`config.mk`:
```
export PLATFORM = sky130hd
export DESIGN_NAME = alu_cmd_sequencer
export DESIGN_NICKNAME = d
export VERILOG_FILES = /design/src/rtl/alu_cmd_sequencer_pkg.sv /design/src/rtl/alu_cmd_sequencer_fifo.sv /design/src/rtl/alu_cmd_sequencer.sv
export SDC_FILE = /design/constraint.sdc
export NUM_CORES = 1
export LEC_CHECK = 0
export ABC_AREA = 1
export BUFFER_PORTS_ARGS = -buffer_cell sky130_fd_sc_hd__buf_2
export CAP_MARGIN = 20
export CELL_PAD_IN_SITES_DETAIL_PLACEMENT = 0
export CELL_PAD_IN_SITES_GLOBAL_PLACEMENT = 1
export CORE_ASPECT_RATIO = 1.5
export CORE_MARGIN = 2
export CORE_UTILIZATION = 34
export DETAILED_ROUTE_END_ITERATION = 8
export MAX_ROUTING_LAYER = met4
export PLACE_DENSITY_LB_ADDON = 0.12
export SLEW_MARGIN = 10
export SYNTH_ARGS = -nofsm -noshare
export SYNTH_HDL_FRONTEND = slang
export SYNTH_SLANG_ARGS = --single-unit
```
`constraint.sdc`:
```
create_clock -name i_clk -period 3.55 [get_ports i_clk]
set_input_delay 0.1775 -clock i_clk [delete_from_list [all_inputs] [get_ports i_clk]]
set_output_delay 0.1775 -clock i_clk [all_outputs]
set_load 0.1 [all_outputs]
```
`src/rtl/alu_cmd_sequencer_pkg.sv`:
```
// Shared types and constants for the ALU command sequencer.
// Optional build macro: ALU_ACCUM_EN (adds the accumulate bit to each command).
package alu_pkg;

  localparam int unsigned ARG_W  = 12;
  localparam int unsigned RES_W  = 10;
  localparam int unsigned FLAG_W = 4;
  localparam int unsigned OP_W   = 3;

  localparam logic [OP_W-1:0] OP_ADD = 3'b000;
  localparam logic [OP_W-1:0] OP_SUB = 3'b001;
  localparam logic [OP_W-1:0] OP_MUL = 3'b010;
  localparam logic [OP_W-1:0] OP_DIV = 3'b011;
  localparam logic [OP_W-1:0] OP_AND = 3'b100;
  localparam logic [OP_W-1:0] OP_OR  = 3'b101;
  localparam logic [OP_W-1:0] OP_NOR = 3'b110;
  localparam logic [OP_W-1:0] OP_XOR = 3'b111;

  localparam int unsigned FLAG_NEG  = 0;
  localparam int unsigned FLAG_POS  = 1;
  localparam int unsigned FLAG_ZERO = 2;
  localparam int unsigned FLAG_ERR  = 3;

  typedef enum logic [1:0] {
    ST_IDLE,
    ST_EXEC,
    ST_HOLD
  } seq_state_e;

  typedef struct packed {
`ifdef ALU_ACCUM_EN
    logic             acc;
`endif
    logic [OP_W-1:0]  op;
    logic [ARG_W-1:0] a;
    logic [ARG_W-1:0] b;
  } cmd_t;

  function automatic logic [ARG_W-1:0] sext_res(input logic [RES_W-1:0] r);
    return {{(ARG_W-RES_W){r[RES_W-1]}}, r};
  endfunction

endpackage

```
`src/rtl/alu_cmd_sequencer_fifo.sv`:
```
// Synchronous command FIFO with first-word fall-through read port.
module alu_cmd_fifo #(
  parameter int unsigned WIDTH = 8,
  parameter int unsigned DEPTH = 4
) (
  input  logic             i_clk,
  input  logic             i_rst_n,
  input  logic             i_push,
  input  logic [WIDTH-1:0] i_wdata,
  input  logic             i_pop,
  output logic [WIDTH-1:0] o_rdata,
  output logic             o_full,
  output logic             o_empty
);

  localparam int unsigned   AW      = $clog2(DEPTH);
  localparam logic [AW:0]   PTR_ONE = (AW+1)'(1);

  logic [AW:0]      wr_ptr_q, wr_ptr_d;
  logic [AW:0]      rd_ptr_q, rd_ptr_d;
  logic [WIDTH-1:0] mem_q [DEPTH];
  logic             do_push;
  logic             do_pop;

  assign o_empty = (wr_ptr_q == rd_ptr_q);
  assign o_full  = (wr_ptr_q[AW] != rd_ptr_q[AW]) &&
                   (wr_ptr_q[AW-1:0] == rd_ptr_q[AW-1:0]);
  assign o_rdata = mem_q[rd_ptr_q[AW-1:0]];

  always_comb begin
    do_push  = i_push && !o_full;
    do_pop   = i_pop && !o_empty;
    wr_ptr_d = do_push ? wr_ptr_q + PTR_ONE : wr_ptr_q;
    rd_ptr_d = do_pop  ? rd_ptr_q + PTR_ONE : rd_ptr_q;
  end

  always_ff @(posedge i_clk or negedge i_rst_n) begin
    if (!i_rst_n) begin
      wr_ptr_q <= '0;
      rd_ptr_q <= '0;
    end else begin
      wr_ptr_q <= wr_ptr_d;
      rd_ptr_q <= rd_ptr_d;
    end
  end

  always_ff @(posedge i_clk) begin
    if (do_push) begin
      mem_q[wr_ptr_q[AW-1:0]] <= i_wdata;
    end
  end

endmodule

```
`src/rtl/alu_cmd_sequencer.sv`:
```
// Issue stage for the combinational ALU: queue, issue, capture, hand off.
// Optional build macro: ALU_ACCUM_EN (i_cmd_acc selects last result as operand A).
module alu_cmd_sequencer
  import alu_pkg::*;
#(
  parameter int unsigned FIFO_DEPTH = 4,
  parameter int unsigned CNT_W      = 16
) (
  input  logic              i_clk,
  input  logic              i_rst_n,
  input  logic              i_cmd_valid,
  output logic              o_cmd_ready,
  input  logic [OP_W-1:0]   i_cmd_op,
  input  logic [ARG_W-1:0]  i_cmd_a,
  input  logic [ARG_W-1:0]  i_cmd_b,
`ifdef ALU_ACCUM_EN
  input  logic              i_cmd_acc,
`endif
  output logic [ARG_W-1:0]  o_alu_arg0,
  output logic [ARG_W-1:0]  o_alu_arg1,
  output logic [OP_W-1:0]   o_alu_oper,
  input  logic [RES_W-1:0]  i_alu_result,
  input  logic [FLAG_W-1:0] i_alu_flag,
  output logic              o_res_valid,
  input  logic              i_res_ready,
  output logic [RES_W-1:0]  o_res_data,
  output logic [FLAG_W-1:0] o_res_flag,
  output logic [FLAG_W-1:0] o_sticky_flag,
  input  logic              i_sticky_clr,
  output logic [CNT_W-1:0]  o_done_cnt
);

  seq_state_e        state_q, state_d;
  cmd_t              push_cmd;
  cmd_t              head_cmd;
  logic              fifo_full;
  logic              fifo_empty;
  logic              issue;
  logic              capture;
  logic              handoff;

  logic [ARG_W-1:0]  arg0_q, arg0_d;
  logic [ARG_W-1:0]  arg1_q, arg1_d;
  logic [OP_W-1:0]   oper_q, oper_d;
  logic [RES_W-1:0]  res_data_q, res_data_d;
  logic [FLAG_W-1:0] res_flag_q, res_flag_d;
  logic [FLAG_W-1:0] sticky_q, sticky_d;
  logic [CNT_W-1:0]  done_cnt_q, done_cnt_d;

  always_comb begin
    push_cmd    = '0;
    push_cmd.op = i_cmd_op;
    push_cmd.a  = i_cmd_a;
    push_cmd.b  = i_cmd_b;
`ifdef ALU_ACCUM_EN
    push_cmd.acc = i_cmd_acc;
`endif
  end

  alu_cmd_fifo #(
    .WIDTH ($bits(cmd_t)),
    .DEPTH (FIFO_DEPTH)
  ) u_fifo (
    .i_clk   (i_clk),
    .i_rst_n (i_rst_n),
    .i_push  (i_cmd_valid),
    .i_wdata (push_cmd),
    .i_pop   (issue),
    .o_rdata (head_cmd),
    .o_full  (fifo_full),
    .o_empty (fifo_empty)
  );

  always_ff @(posedge i_clk or negedge i_rst_n) begin
    if (!i_rst_n) begin
      state_q <= ST_IDLE;
    end else begin
      state_q <= state_d;
    end
  end

  always_comb begin
    state_d = state_q;
    unique case (state_q)
      ST_IDLE: if (!fifo_empty) state_d = ST_EXEC;
      ST_EXEC: state_d = ST_HOLD;
      ST_HOLD: if (i_res_ready) state_d = fifo_empty ? ST_IDLE : ST_EXEC;
      default: state_d = ST_IDLE;
    endcase
  end

  // Operand registers only change on issue, so the ALU inputs stay quiet in IDLE/HOLD.
  always_comb begin
    issue   = 1'b0;
    capture = 1'b0;
    handoff = 1'b0;
    case (state_q)
      ST_IDLE: issue = !fifo_empty;
      ST_EXEC: capture = 1'b1;
      ST_HOLD: begin
        handoff = i_res_ready;
        issue   = i_res_ready && !fifo_empty;
      end
      default: ;
    endcase

    arg0_d = arg0_q;
    arg1_d = arg1_q;
    oper_d = oper_q;
    if (issue) begin
      arg0_d = head_cmd.a;
`ifdef ALU_ACCUM_EN
      if (head_cmd.acc) arg0_d = sext_res(res_data_q);
`endif
      arg1_d = head_cmd.b;
      oper_d = head_cmd.op;
    end

    res_data_d = res_data_q;
    res_flag_d = res_flag_q;
    if (capture) begin
      res_data_d = i_alu_result;
      res_flag_d = i_alu_flag;
    end

    sticky_d = i_sticky_clr ? '0 : sticky_q;
    if (capture) sticky_d = sticky_d | i_alu_flag;

    done_cnt_d = handoff ? done_cnt_q + CNT_W'(1) : done_cnt_q;
  end

  always_ff @(posedge i_clk or negedge i_rst_n) begin
    if (!i_rst_n) begin
      arg0_q     <= '0;
      arg1_q     <= '0;
      oper_q     <= '0;
      res_data_q <= '0;
      res_flag_q <= '0;
      sticky_q   <= '0;
      done_cnt_q <= '0;
    end else begin
      arg0_q     <= arg0_d;
      arg1_q     <= arg1_d;
      oper_q     <= oper_d;
      res_data_q <= res_data_d;
      res_flag_q <= res_flag_d;
      sticky_q   <= sticky_d;
      done_cnt_q <= done_cnt_d;
    end
  end

  assign o_cmd_ready   = !fifo_full;
  assign o_res_valid   = (state_q == ST_HOLD);
  assign o_alu_arg0    = arg0_q;
  assign o_alu_arg1    = arg1_q;
  assign o_alu_oper    = oper_q;
  assign o_res_data    = res_data_q;
  assign o_res_flag    = res_flag_q;
  assign o_sticky_flag = sticky_q;
  assign o_done_cnt    = done_cnt_q;

endmodule

```
==> key figures <==
Timing
  • Max Slew Vio Count: 0
  • Part of the cycle the worst path needs: 0.6903
  • Final setup fails: 0
  • Min Tclk post-route: 2.450 ns
  • Slew headroom: 0.2962
  • Unrepaired setup endpoints after global routing: false
  • Clock skew: 0.008019 ns
  • Fmax: around 400 MHz
  • Final TNS setup: 0 ns
  • Hold Fails Final Rpt: 0
  • Worst setup margin: around 1.1 ns
  • Least-Margin Pin Slew: 1.049 ns

Drt
  • DR iter-0 viols: 213
  • Via count: 4,795
  • Routed WL: 16,120 um
  • Metal3 WL: about 660 um
  • DR vias/cell: approximately 4.5
  • Final ANT Viol Nets: 0
  • Routed met1 length: between 6000 and 7000 um
  • Drt pass-1 iters: 4
  • Top Layer Used: met4
  • WL/cell: about 15 um
  • Met2 routed WL: approximately 8300 um
  • # DRC: 0

Synth
  • Post-Synth XOR/XNOR Area: 0.02252
  • FF+latch count, synth: about 180
  • Post-synthesis compound-gate area fraction: 0.04362
  • Synth async-reset ratio: 0.3898
  • Post-synth EDFFs: 108
  • Synth cell types: 23
  • Main synth FF type: edfxtp_1
  • Largest family of logic cells by synthesized area: simple AND/OR/NAND/NOR gates
  • Netlist Area Pre-Place: 6999 sq um
  • Post-Synth Simple-Gate Area: 0.1809
  • Syn_area_per_cell: roughly 11 sq um
  • Synth top area share: 0.4634
  • Post-synth top area cell: edfxtp_1
  • Synthesized Nets: just under 700
  • Mux contribution to synthesized area: 0.001609
  • Cells after Synth: ~640
  • Most area-consuming cells after synthesis: edfxtp_1, dfrtp_1, nand2_1
  • YS warnings: 0
  • Seq/Total Area, Yosys: 0.7100
  • Synth Area in Adders: 0.01073

Placed design
  • DP HPWL: 9541 um
  • DP Area: about 7800 sq um
  • GP Congestion: between 0.7 and 0.8
  • Placement Setup Slack: between 1 and 1.5 ns
  • Port Buf Inserts: roughly 110

Clock network
  • H-tree levels: 4
  • Setup bufs post-CTS: 0
  • Post_cts resized: 0
  • CTS max path bufs: 2
  • Clock sink count: 177
  • Clock buffer count from CTS: 17
  • CTS tree: yes
  • Worst skew pair latency: between 0.4 and 0.5 ns
  • Clock root buffer: clkbuf_16
  • Clock transition at path regs: approximately 0.060 ns
  • Post-CTS Hold Fix Bufs: 40

Worst setup path
  • Worst r2r dst: o_alu_arg0[0]$_DFFE_PN0P_
  • CP arrival: around 2.8 ns
  • Crit path launch type: flip-flop
  • R2r worst-path depth: 7
  • CP required: 3.91 ns
  • CP startpoint: u_fifo.rd_ptr_q[1]$_DFFE_PN0P_
  • Critical path fanouts, max: 30
  • R2R Setup Slk: about 1.1 ns
  • Crit path capture type: flip-flop
  • Reg2reg start: u_fifo.rd_ptr_q[1]$_DFFE_PN0P_
  • CP endpoint: o_alu_arg0[0]$_DFFE_PN0P_
  • Type of the worst setup path: flip-flop to flip-flop

Cells and area
  • Commonest non-fill, non-tap cell in the layout: nand2_1
  • # diodes: 0
  • Fillers: 1,974
  • Share of cells above drive strength 1: 0.1865
  • Fin util: 0.4326
  • Fin area: between 8000 and 9000 sq um
  • Nets: between 800 and 900
  • Commonest non-fill, non-tap cells in the layout: nand2_1, nor2_1, edfxtp_1
  • Area growth, synth to finish: 25.72%

Die
  • FP Rows: 64
  • Starting Density: 0.3441
  • DIE HEIGHT: 179.7 um
  • Core footprint: around 20,000 sq um
  • I/O pin total: between 100 and 150
  • Die Wd: about 120 um
  • Total die area: 21,770 sq um

GRT
  • Largest net degree at the start of global routing: 70
  • Vias in the first global route: just under 5,000
  • Global route overflow: 0
  • Tot GR Track Use: 0.1585
  • First-pass GRT wire length: between 20,000 and 30,000 um
  • Initial antenna violation count: 0

Hold path
  • Worst hold stages: 1
  • Hold Path Class: input pin to flip-flop

Status
  • Outcome: completed

Flow run
  • Max Cap Viol: 0
[synthesized netlist by cell type (2+ instances only)]
library cell	n
nand3_1	11
nand3_2	2
inv_1	21
nand2_1	182
o21ai_0	60
inv_2	2
ha_1	6
clkbuf_1	7
dfrtp_1	69
nor2_1	127
buf_2	15
xor2_1	7
edfxtp_1	108
xnor2_1	11
buf_6	2
[metal layers]
| metal | vias up | GRT usage |
|---|---|---|
| met1 | 2287 | 0.1865 |
| met3 | 16 | 0.02728 |
| met4 | 0 | 0.05379 |
| li1 | 2374 | - |
| met2 | 118 | 0.2724 |
| met5 | - | - |
[worst max-delay path: stages, from the launching register on]
cell	delay (ns)
dfrtp_1	0.37
buf_4	0.36
clkinv_1	0.91
nor2_1	0.31
o21ai_0	0.16
nand2_1	0.11
nand2_1	0.06
nand2_1	0.08
[logic make-up after synthesis]
kind of cell	Yosys count
buf+inv	48
simple gates	327
compound gates	61
xor+xnor	18
mux	1
flops	177
fa+ha+maj	6
[per-stage QoR]
stage	instances	hold slack (ns)
after CTS	1061	0.004886
after global routing	1063	0.008523
after floorplan	638	-0.1181
after detailed placement	989	0.3908
final	1063	0.02309
after global placement	989	0.3822
[state kept, by name, summed over array words and instances (netlist names)]
register and cells:
u_fifo.rd_ptr_q 3, o_alu_arg0 12, o_done_cnt 16, u_fifo.mem_q 108, o_res_data 10, o_res_flag 4
o_alu_oper 3, state_q 2, u_fifo.wr_ptr_q 3, o_alu_arg1 12, o_sticky_flag 4
[layout make-up]
type                    count  area (sq um)  area share
flip-flops and latches    177          4971      0.5649
multi-input cells         413          1846      0.2097
repair buffers            153         996.0      0.1132
clock buffers              24         461.7     0.05247
well taps                 264         330.3     0.03754
clock inverters             8         105.1     0.01194
inverters                  24         90.09     0.01024
[worst min-delay path by stage]
stage / slack, ns / start / end
after floorplan: -0.12 / i_rst_n / o_alu_arg0[0]$_DFFE_PN0P_
after global placement: 0.38 / i_alu_result[2] / o_res_data[2]$_DFFE_PN0N_
after detailed placement: 0.39 / i_alu_result[7] / o_res_data[7]$_DFFE_PN0N_
after CTS: 0.005 / i_cmd_op[2] / u_fifo.mem_q[1][26]$_DFFE_PP_
after global routing: 0.009 / i_cmd_a[11] / u_fifo.mem_q[1][23]$_DFFE_PP_
final: 0.02 / i_cmd_a[0] / u_fifo.mem_q[1][12]$_DFFE_PP_
Power is not shown: default switching activity piles up to over one toggle a cycle in this logic, so the estimate is an artifact.
